**src/rtl/rv_timer_pkg.sv**
```systemverilog
// Shared types, register map and byte-lane helper for the rv_timer peripheral.
package rv_timer_pkg;

    typedef logic [31:0] u32_t;
    typedef logic [3:0]  u4_t;

    localparam int unsigned TMR_PRE_W = 8;

    localparam u32_t       TMR_BASE   = 32'hffff0040;
    localparam logic [4:0] TMR_CTRL   = 5'h00;
    localparam logic [4:0] TMR_COUNT  = 5'h04;
    localparam logic [4:0] TMR_CMP    = 5'h08;
    localparam logic [4:0] TMR_STAT   = 5'h0c;
    localparam logic [4:0] TMR_CYC_LO = 5'h10;
    localparam logic [4:0] TMR_CYC_HI = 5'h14;

    typedef struct packed {
        logic [TMR_PRE_W-1:0] pre;
        logic                 ie;
        logic                 auto;
        logic                 en;
    } tmr_ctrl_t;

    // Replace only the byte lanes selected by be.
    function automatic u32_t be_merge(input u32_t old_val, input u32_t wdat, input u4_t be);
        u32_t res;
        res = old_val;
        for (int i = 0; i < 4; i++) begin
            if (be[i]) res[i*8 +: 8] = wdat[i*8 +: 8];
        end
        return res;
    endfunction

endpackage

```
**src/rtl/rv_prescaler.sv**
```systemverilog
// Clock divider: tick_c is high one cycle in every pre+1 while en is set.
module rv_prescaler #(
    parameter int unsigned PRE_W = 8
) (
    input  logic             clk,
    input  logic             reset,
    input  logic             en,
    input  logic [PRE_W-1:0] pre,
    output logic             tick_c
);

    logic [PRE_W-1:0] cnt_q;

    assign tick_c = en && (cnt_q == pre);

    always_ff @(posedge clk) begin
        if (reset || !en || tick_c) cnt_q <= '0;
        else                        cnt_q <= cnt_q + PRE_W'(1);
    end

endmodule

```
**src/rtl/rv_timer.sv**
```systemverilog
// Memory-mapped prescaled timer with compare/match interrupt on the rv_core data bus.
// Define RV_TIMER_CYCLE_EN to add the 64-bit free-running cycle counter at 0x10/0x14.
module rv_timer
    import rv_timer_pkg::*;
#(
    parameter int unsigned PRE_W   = TMR_PRE_W,
    parameter logic [31:0] CMP_RST = 32'hffffffff
) (
    input  logic        clk,
    input  logic        reset,
    input  logic [4:0]  adr,
    input  logic        cs,
    input  logic [3:0]  we,
    input  logic        re,
    input  logic [31:0] dw,
    output logic [31:0] dr,
    output logic        irq
);

    tmr_ctrl_t  ctrl_q, ctrl_d;
    u32_t       count_q, count_d;
    u32_t       cmp_q, cmp_d;
    logic       match_q, match_d;
    u32_t       ctrl_img, ctrl_wimg, rdata_c;
    logic       tick_c, hit_c, wr_c, rd_c;
    logic [4:0] woff;
    logic       unused_ok;

    assign woff      = {adr[4:2], 2'b00};
    assign wr_c      = cs && (we != 4'h0);
    assign rd_c      = cs && re;
    assign ctrl_img  = 32'({ctrl_q.pre, 5'b0, ctrl_q.ie, ctrl_q.auto, ctrl_q.en});
    assign ctrl_wimg = be_merge(ctrl_img, dw, we);
    assign hit_c     = tick_c && (count_q == cmp_q);
    assign unused_ok = &{1'b0, adr[1:0], ctrl_wimg};

    rv_prescaler #(.PRE_W(PRE_W)) u_pre (
        .clk    (clk),
        .reset  (reset),
        .en     (ctrl_q.en),
        .pre    (PRE_W'(ctrl_q.pre)),
        .tick_c (tick_c)
    );

    // Tick update first, then CPU writes so they take priority.
    always_comb begin
        ctrl_d  = ctrl_q;
        count_d = count_q;
        cmp_d   = cmp_q;
        match_d = match_q;
        if (tick_c) begin
            if (hit_c) begin
                if (ctrl_q.auto) count_d   = '0;
                else             ctrl_d.en = 1'b0;
            end else begin
                count_d = count_q + 32'd1;
            end
        end
        if (wr_c && woff == TMR_STAT && we[0] && dw[0]) match_d = 1'b0;
        if (hit_c) match_d = 1'b1;
        if (wr_c && woff == TMR_CTRL) begin
            ctrl_d.en   = ctrl_wimg[0];
            ctrl_d.auto = ctrl_wimg[1];
            ctrl_d.ie   = ctrl_wimg[2];
            ctrl_d.pre  = TMR_PRE_W'(PRE_W'(ctrl_wimg[31:8]));
        end
        if (wr_c && woff == TMR_COUNT) count_d = be_merge(count_q, dw, we);
        if (wr_c && woff == TMR_CMP)   cmp_d   = be_merge(cmp_q, dw, we);
    end

    always_ff @(posedge clk) begin
        if (reset) begin
            ctrl_q  <= '0;
            count_q <= '0;
            cmp_q   <= CMP_RST;
            match_q <= 1'b0;
        end else begin
            ctrl_q  <= ctrl_d;
            count_q <= count_d;
            cmp_q   <= cmp_d;
            match_q <= match_d;
        end
    end

`ifdef RV_TIMER_CYCLE_EN
    logic [63:0] cyc_q;
    u32_t        cyc_shadow_q;

    // A LO read snapshots the high word so a following HI read is coherent.
    always_ff @(posedge clk) begin
        if (reset) begin
            cyc_q        <= '0;
            cyc_shadow_q <= '0;
        end else begin
            cyc_q <= cyc_q + 64'd1;
            if (rd_c && woff == TMR_CYC_LO) cyc_shadow_q <= cyc_q[63:32];
        end
    end
`endif

    always_comb begin
        rdata_c = '0;
        case (woff)
            TMR_CTRL:   rdata_c = ctrl_img;
            TMR_COUNT:  rdata_c = count_q;
            TMR_CMP:    rdata_c = cmp_q;
            TMR_STAT:   rdata_c = {31'b0, match_q};
`ifdef RV_TIMER_CYCLE_EN
            TMR_CYC_LO: rdata_c = cyc_q[31:0];
            TMR_CYC_HI: rdata_c = cyc_shadow_q;
`endif
            default:    rdata_c = '0;
        endcase
    end

    always_ff @(posedge clk) begin
        if (reset)     dr <= '0;
        else if (rd_c) dr <= rdata_c;
        else           dr <= '0;
    end

    // Both terms are flops, so irq cannot glitch.
    assign irq = match_q & ctrl_q.ie;

endmodule

```
**config.mk**
```make
export PLATFORM = sky130hd
export DESIGN_NAME = rv_timer
export DESIGN_NICKNAME = d
export VERILOG_FILES = /design/src/rtl/rv_timer_pkg.sv /design/src/rtl/rv_prescaler.sv /design/src/rtl/rv_timer.sv
export SDC_FILE = /design/constraint.sdc
export NUM_CORES = 1
export LEC_CHECK = 0
export ABC_AREA = 1
export CAP_MARGIN = 30
export CORE_MARGIN = 1.5
export CORE_UTILIZATION = 42
export CTS_CLUSTER_DIAMETER = 40
export DETAILED_ROUTE_END_ITERATION = 10
export GPL_TIMING_DRIVEN = 0
export PLACE_DENSITY = 0.65
export SLEW_MARGIN = 20
export SYNTH_ARGS = -nofsm -noshare
export SYNTH_HDL_FRONTEND = slang
export SYNTH_SLANG_ARGS = --single-unit
```
**constraint.sdc**
```tcl
create_clock -name clk -period 1.7 [get_ports clk]
set_input_delay 0.34 -clock clk [delete_from_list [all_inputs] [get_ports clk]]
set_output_delay 0.34 -clock clk [all_outputs]
set_load 0.02 [all_outputs]
```
==> impl_metrics.env, run 1 <==
export IMPL_status="finished with violations"
export IMPL_violations="negative setup slack"
export IMPL_drt_iter0_drc=735
export IMPL_ir_drop_uv=687
export IMPL_required_ns=2.02
export IMPL_cts_tree="done"
export IMPL_cpPeakStageDelay_ns=0.32
export IMPL_r2r_slack_ns=-0.29
export IMPL_holdPathEnd="cmp_q[11]"
export IMPL_grt_pass1_wl_mm=33.6
export IMPL_grt_pass1_vias=6327
export IMPL_tightest_slew_ns=0.909
export IMPL_drive_gt1_frac=0.231
export IMPL_fin_crit_sh=1.17
export IMPL_maxCapViolCount=0
export IMPL_antenna_found_initial=0
export IMPL_gp_congestion=0.985
export IMPL_hold_start="we[1]"
export IMPL_yosys_register_bits=116
export IMPL_route_detailed_drc=0
export IMPL_dieWidth_um=127
export IMPL_clk_pin_slew_ns=0.06
export IMPL_power_density_mw_per_mm2=800
export IMPL_numCtsBuffers=17
export IMPL_cp_start_kind="flip-flop"
export IMPL_cts_root_buf="clkbuf_16"
export IMPL_start_util=0.430
export IMPL_crit_chain="buf_6 > inv_2 > nand2_1 > nand2_1 > nor2_1 > nand2_1 > nor2_1 > nand2_2 > nor2_4 > buf_6 > nand2_8 > clkbuf_16 > nand4_1 > nand2_1 > nor2_2 > nor2_2"
export IMPL_place_ws_ns=-1.19
export IMPL_ys_types=36
export IMPL_io_buffer_count=75
export IMPL_synth_area_mm2=0.00651
export IMPL_fin_ws_ns=-0.289
export IMPL_fin_area_mm2=0.00901
export IMPL_yosysWarnings=0
export IMPL_wl_mm=21.7
export IMPL_crit_path_end_kind="flip-flop"
export IMPL_hold_path_class="in2reg"
export IMPL_syn_inst=1020
export IMPL_synth_nets=1067
export IMPL_grtUsageTotal=0.269
export IMPL_final_nets=1200
export IMPL_vias_per_cell=5.24
export IMPL_setup_viol_count_final=34
export IMPL_holdWs_ns=0.376
export IMPL_worstHoldPathCells=4
export IMPL_relSlewSlack=0.394
export IMPL_finClkSkew_ns=0.0115
export IMPL_htreeDepth=4
export IMPL_cp_arrival_ns=2.31
export IMPL_r2r_end="count_q[21]"
export IMPL_ys_seq_area_frac=0.357
export IMPL_crit_top_cell="nand2_1"
export IMPL_vias=7100
export IMPL_fmax_mhz=503
export IMPL_r2r_start="count_q[4]"
export IMPL_die_h_um=127
export IMPL_grt_max_degree=17
export IMPL_overflow=0
export IMPL_path_max_fanout=8
export IMPL_ctsLongestPathBuffers=2
export IMPL_hold_viol_final=0
export IMPL_io_pin_count=78
export IMPL_crit_type="reg2reg"
export IMPL_clkSinkCount=116
export IMPL_crit_path_top_delay_cell="dfxtp_2"
export IMPL_p_total_uw=7210
export IMPL_avgSynthCellArea_um2=6.38
export IMPL_rr_worst_depth=16
export IMPL_first_pass_iters=5
export IMPL_leakagePower_uw=0.00440
export IMPL_hold_buffers=0
export IMPL_hpwl_mm=15.4
export IMPL_maxSlewViolCount=0
export IMPL_dpl_cell_area_mm2=0.00753
export IMPL_area_delta_synth_final_pct=38.5
export IMPL_routedWlPerCell_um=16.0
export IMPL_finalCriticalPeriod_ns=1.99
export IMPL_placed_cells=1283
export IMPL_fillCellCount=1458
export IMPL_rsz0062_at_grt="true"
export IMPL_fin_cells=1354
export IMPL_core_mm2=0.0151
export IMPL_die_area_mm2=0.0162
export IMPL_clkLatencyLatePin_ns=0.43
export IMPL_num_rows=45
export IMPL_antenna_cells=0
export IMPL_ant_nets=0
## layout make-up
type	instances	area, um^2	share of cell area
clock inverter	15	134	0.0149
multi-input combinational	752	3840	0.426
clock buffer	17	425	0.0472
sequential	116	2370	0.264
buffer	35	298	0.0330
timing repair buffer	117	1270	0.141
tap	188	235	0.0261
inverter	114	433	0.0480
## placed cells by master, fill, tap and decap left out, types with 6 or more instances in the layout
master | synthesis | routed
nand2_1 | 354 | 319
nor3_1 | 18 | 15
buf_4 | 0 | 26
dfxtp_1 | 116 | 90
clkdlybuf4s50_1 | 0 | 57
clkbuf_2 | 0 | 12
dlymetal6s2s_1 | 0 | 17
nand3_1 | 43 | 37
nor2_4 | 1 | 9
nand3b_1 | 10 | 10
nand2_2 | 5 | 32
buf_6 | 1 | 12
nor2_1 | 96 | 84
inv_2 | 24 | 31
a21oi_1 | 63 | 62
dfxtp_4 | 0 | 8
inv_1 | 90 | 81
nand4_1 | 25 | 25
buf_12 | 2 | 6
xor2_1 | 22 | 22
nand2_4 | 0 | 7
inv_6 | 0 | 8
nor2_2 | 35 | 39
o22ai_1 | 9 | 9
clkbuf_1 | 24 | 6
o21ai_0 | 45 | 44
nand3_4 | 4 | 7
dfxtp_2 | 0 | 18
clkbuf_16 | 0 | 21
## sequential cells by signal, summed over array words and instances, names as in the netlist
signal,flops
cmp_q,32
dr,32
u_pre.cnt_q,8
match_q,1
count_q,32
ctrl_img,11
## critical path, delay by kind of cell, from the launching register on
family	cells	cell delay [ns]
buffers and inverters	4	0.45
flip-flops	1	0.32
AND/OR/NAND/NOR	12	1.09
## timing repair
action,4_1_cts,5_1_grt
endpoints found under the setup margin,91,110
cloned,3,5
pin swaps,25,57
hold endpoints to repair,0,0
resized for setup,92,89
buffers inserted,21,13
## routing by layer
metal,vias up,part of all wire,track usage,wire length (um)
li1,3509,-,-,-
met1,3230,0.46,0.376,10000
met2,304,0.43,0.400,9290
met3,57,0.075,0.0624,1630
met4,0,0.033,0.103,715
met5,-,0,0,0
## synth_stat cells (all sizes together)
cell | instances | area (um^2)
nand2 | 359 | 1360
nor2 | 132 | 591
dfxtp | 116 | 2320
inv | 114 | 428
a21oi | 63 | 315
o21ai | 50 | 262
nand3 | 47 | 285
nand4 | 26 | 178
clkbuf | 24 | 90.1
xor2 | 22 | 193
nor3 | 19 | 100
buf | 14 | 116
nand3b | 10 | 75.1
o22ai | 9 | 56.3
xnor2 | 4 | 42.6
ha | 2 | 25.0
nor3b | 2 | 15.0
o221ai | 2 | 17.5
a221oi | 1 | 8.76
and2 | 1 | 6.26
and3 | 1 | 6.26
nor4 | 1 | 6.26
o211ai | 1 | 7.51
## power breakdown
group | total, uW | internal (uW) | leakage (uW) | switching [uW]
clock | 3450 | 1920 | 0.000270 | 1530
sequential | 2870 | 2790 | 0.000955 | 80.0
combinational | 885 | 377 | 0.00317 | 508
total | 7210 | 5090 | 0.00440 | 2120
## per-stage QoR
stage	TNS (ns)	utilization
floorplan	-0.0109	-
global placement	-85.17	0.497
global route	-11.63	0.595
CTS	-7.18	0.567
finish	-8.47	0.595
detailed placement	-82.77	0.497
## worst max-delay path by stage
| stage | start | endpoint | slack, ns | cells after the start |
|---|---|---|---|---|
| 2_1_floorplan | count_q[3] | count_q[30] | -0.006 | 15 |
| 3_3_place_gp | adr[2] | cmp_q[7] | -1.22 | 9 |
| 3_5_place_dp | adr[2] | cmp_q[7] | -1.19 | 9 |
| 4_1_cts | count_q[16] | count_q[13] | -0.27 | 15 |
| 5_1_grt | count_q[7] | count_q[24] | -0.39 | 15 |
| 6_report | count_q[4] | count_q[21] | -0.29 | 16 |
## cell families after synthesis
| logic type | count (synthesis) | share of synthesized area |
|---|---|---|
| simple gates | 598 | 0.403 |
| buf+inv | 152 | 0.0975 |
| compound gates | 126 | 0.103 |
| flops | 116 | 0.357 |
| xor+xnor | 26 | 0.0362 |
| fa+ha+maj | 2 | 0.00385 |
(Power assumes the default switching activity.)
==> run 2: changes to the inputs <==
--- a/config.mk
+++ b/config.mk
@@ -7,13 +7,15 @@
 export LEC_CHECK = 0
 export ABC_AREA = 1
 export CAP_MARGIN = 30
+export CELL_PAD_IN_SITES_DETAIL_PLACEMENT = 1
+export CELL_PAD_IN_SITES_GLOBAL_PLACEMENT = 1
 export CORE_MARGIN = 1.5
-export CORE_UTILIZATION = 42
+export CORE_UTILIZATION = 36
 export CTS_CLUSTER_DIAMETER = 40
 export DETAILED_ROUTE_END_ITERATION = 10
 export GPL_TIMING_DRIVEN = 0
-export PLACE_DENSITY = 0.65
-export SLEW_MARGIN = 20
+export HOLD_SLACK_MARGIN = 0.08
+export PLACE_DENSITY = 0.77
 export SYNTH_ARGS = -nofsm -noshare
 export SYNTH_HDL_FRONTEND = slang
 export SYNTH_SLANG_ARGS = --single-unit
==> impl_metrics.env, run 2 (synthesized netlist as in run 1, its figures left out) <==
export IMPL_vias=7433
export IMPL_ant_nets=0
export IMPL_mostFrequentLayoutCell="nand2_1"
export IMPL_largest_registers="cmp_q: 32 flops, count_q: 32 flops, dr: 32 flops"
export IMPL_crit_type="reg2reg"
export IMPL_gp_congestion=0.942
export IMPL_maxSlewViolCount=0
export IMPL_r2r_end="count_q[20]"
export IMPL_setup_viol_count_final=34
export IMPL_ir_drop_uv=753
export IMPL_holdWs_ns=0.416
export IMPL_drive_gt1_frac=0.287
export IMPL_core_mm2=0.0175
export IMPL_crit_chain="inv_1 > nand2_1 > nand2_2 > nor2_4 > nand2_1 > nor2_2 > nand2_2 > nor2_4 > nand4_4 > nand3_4 > buf_6 > nand2_2 > nand2_1 > nor2_1"
export IMPL_finClkSkew_ns=0.0187
export IMPL_vias_per_cell=5.27
export IMPL_tightest_slew_ns=0.888
export IMPL_status="finished with violations"
export IMPL_placed_cells=1320
export IMPL_io_buffer_count=75
export IMPL_relSlewSlack=0.408
export IMPL_fmax_mhz=491
export IMPL_violations="negative setup slack"
export IMPL_cp_arrival_ns=2.36
export IMPL_seqPwrFrac=0.393
export IMPL_cpPeakStageDelay_ns=0.33
export IMPL_swShare=0.268
export IMPL_crit_path_top_delay_cell="dfxtp_2"
export IMPL_cp_start_kind="flip-flop"
export IMPL_maxCapViolCount=0
export IMPL_overflow=0
export IMPL_fin_cells=1411
export IMPL_antenna_cells=0
export IMPL_grt_pass1_vias=7284
export IMPL_clkPwrFrac=0.469
export IMPL_grt_pass1_wl_mm=38.6
export IMPL_route_detailed_drc=0
export IMPL_grt_max_degree=17
export IMPL_hold_start="we[1]"
export IMPL_switchingPower_uw=1960
export IMPL_ctsLongestPathBuffers=2
export IMPL_fin_crit_sh=1.20
export IMPL_die_area_mm2=0.0189
export IMPL_leakagePower_uw=0.00441
export IMPL_power_density_mw_per_mm2=784
export IMPL_clkLatencyLatePin_ns=0.43
export IMPL_drt_iter0_drc=518
export IMPL_required_ns=2.02
export IMPL_cts_root_buf="clkbuf_16"
export IMPL_p_total_uw=7300
export IMPL_multiInputGateArea_mm2=0.00394
export IMPL_dieWidth_um=137
export IMPL_hpwl_mm=17.7
export IMPL_power_frac_comb=0.138
export IMPL_path_max_fanout=4
export IMPL_finalCriticalPeriod_ns=2.04
export IMPL_mostFrequentLayoutCells="nand2_1, nor2_1, inv_1"
export IMPL_fillCellCount=2233
export IMPL_clk_pin_slew_ns=0.06
export IMPL_io_pin_count=78
export IMPL_grtUsageTotal=0.270
export IMPL_crit_path_end_kind="flip-flop"
export IMPL_htreeDepth=4
export IMPL_worstHoldPathCells=4
export IMPL_num_rows=48
export IMPL_die_h_um=137
export IMPL_clkSinkCount=116
export IMPL_r2r_start="cmp_q[15]"
export IMPL_area_delta_synth_final_pct=43.2
export IMPL_hold_path_class="in2reg"
export IMPL_start_util=0.372
export IMPL_seqCellArea_mm2=0.00243
export IMPL_hold_viol_final=0
export IMPL_r2r_slack_ns=-0.34
export IMPL_p_int_uw=5340
export IMPL_cts_tree="done"
export IMPL_final_nets=1222
export IMPL_antenna_found_initial=0
export IMPL_wl_mm=26.5
export IMPL_holdPathEnd="cmp_q[11]"
export IMPL_rsz0062_at_grt="true"
export IMPL_rr_worst_depth=14
export IMPL_routedWlPerCell_um=18.8
export IMPL_first_pass_iters=5
export IMPL_numCtsBuffers=17
export IMPL_fin_ws_ns=-0.338
-- run 2: per-stage QoR --
| stage | setup slack [ns] | instance area (um^2) | TNS (ns) | util |
|---|---|---|---|---|
| CTS | -0.347 | 8600 | -9.61 | 0.492 |
| floorplan | -0.00568 | 6550 | -0.0109 | - |
| global placement | -1.14 | 7580 | -81.39 | 0.434 |
| detailed placement | -1.18 | 7580 | -85.82 | 0.434 |
| finish | -0.338 | 9310 | -9.51 | 0.533 |
| global route | -0.468 | 9310 | -13.22 | 0.533 |
-- run 2: layout make-up --
| type | instances | area share |
|---|---|---|
| plain buffers | 37 | 0.0324 |
| clock buffers | 25 | 0.0532 |
| clock inverters | 5 | 0.00537 |
| inverters | 114 | 0.0497 |
| multi-input cells | 752 | 0.423 |
| flip-flops and latches | 116 | 0.261 |
| well taps | 225 | 0.0302 |
| repair buffers | 137 | 0.145 |
-- run 2: repair_timing --
item | in CTS | in global routing
setup buffers | 17 | 40
gates resized for setup | 104 | 164
setup endpoints to repair | 95 | 98
pin swaps | 20 | 43
hold buffers | 0 | 0
cloned | 4 | 2
-- run 2: worst max-delay path by stage --
| stage | depth (start not counted) | slack (ns) | to | start |
|---|---|---|---|---|
| finish | 14 | -0.34 | count_q[20] | cmp_q[15] |
| global route | 10 | -0.47 | count_q[30] | count_q[9] |
| CTS | 15 | -0.35 | count_q[16] | count_q[16] |
| detailed placement | 10 | -1.18 | cmp_q[31] | adr[3] |
| global placement | 10 | -1.14 | cmp_q[31] | adr[3] |
| floorplan | 15 | -0.006 | count_q[30] | count_q[3] |
-- run 2: critical path: cells and delay by family, from the launching register on --
kind / cells / cell delay (ns)
buf+inv: 2 / 0.24
flops: 1 / 0.33
simple gates: 12 / 1.34
-- run 2: metal layers --
layer / track usage / up-vias / wire, um
li1: - / 3552 / -
met5: 0 / - / 0
met1: 0.344 / 3625 / 11800
met4: 0.108 / 0 / 818
met2: 0.458 / 205 / 12900
met3: 0.0379 / 51 / 1010
-- run 2: power groups by stage --
stage                     Combinational [uW]  Clock, uW  Sequential, uW
final                                   1010       3420            2870
after global placement                   735          0            2940
after global routing                    1090       3570            2880
after floorplan                          442          0            2920
after CTS                                848       3440            2880
after detailed placement                 750          0            2940
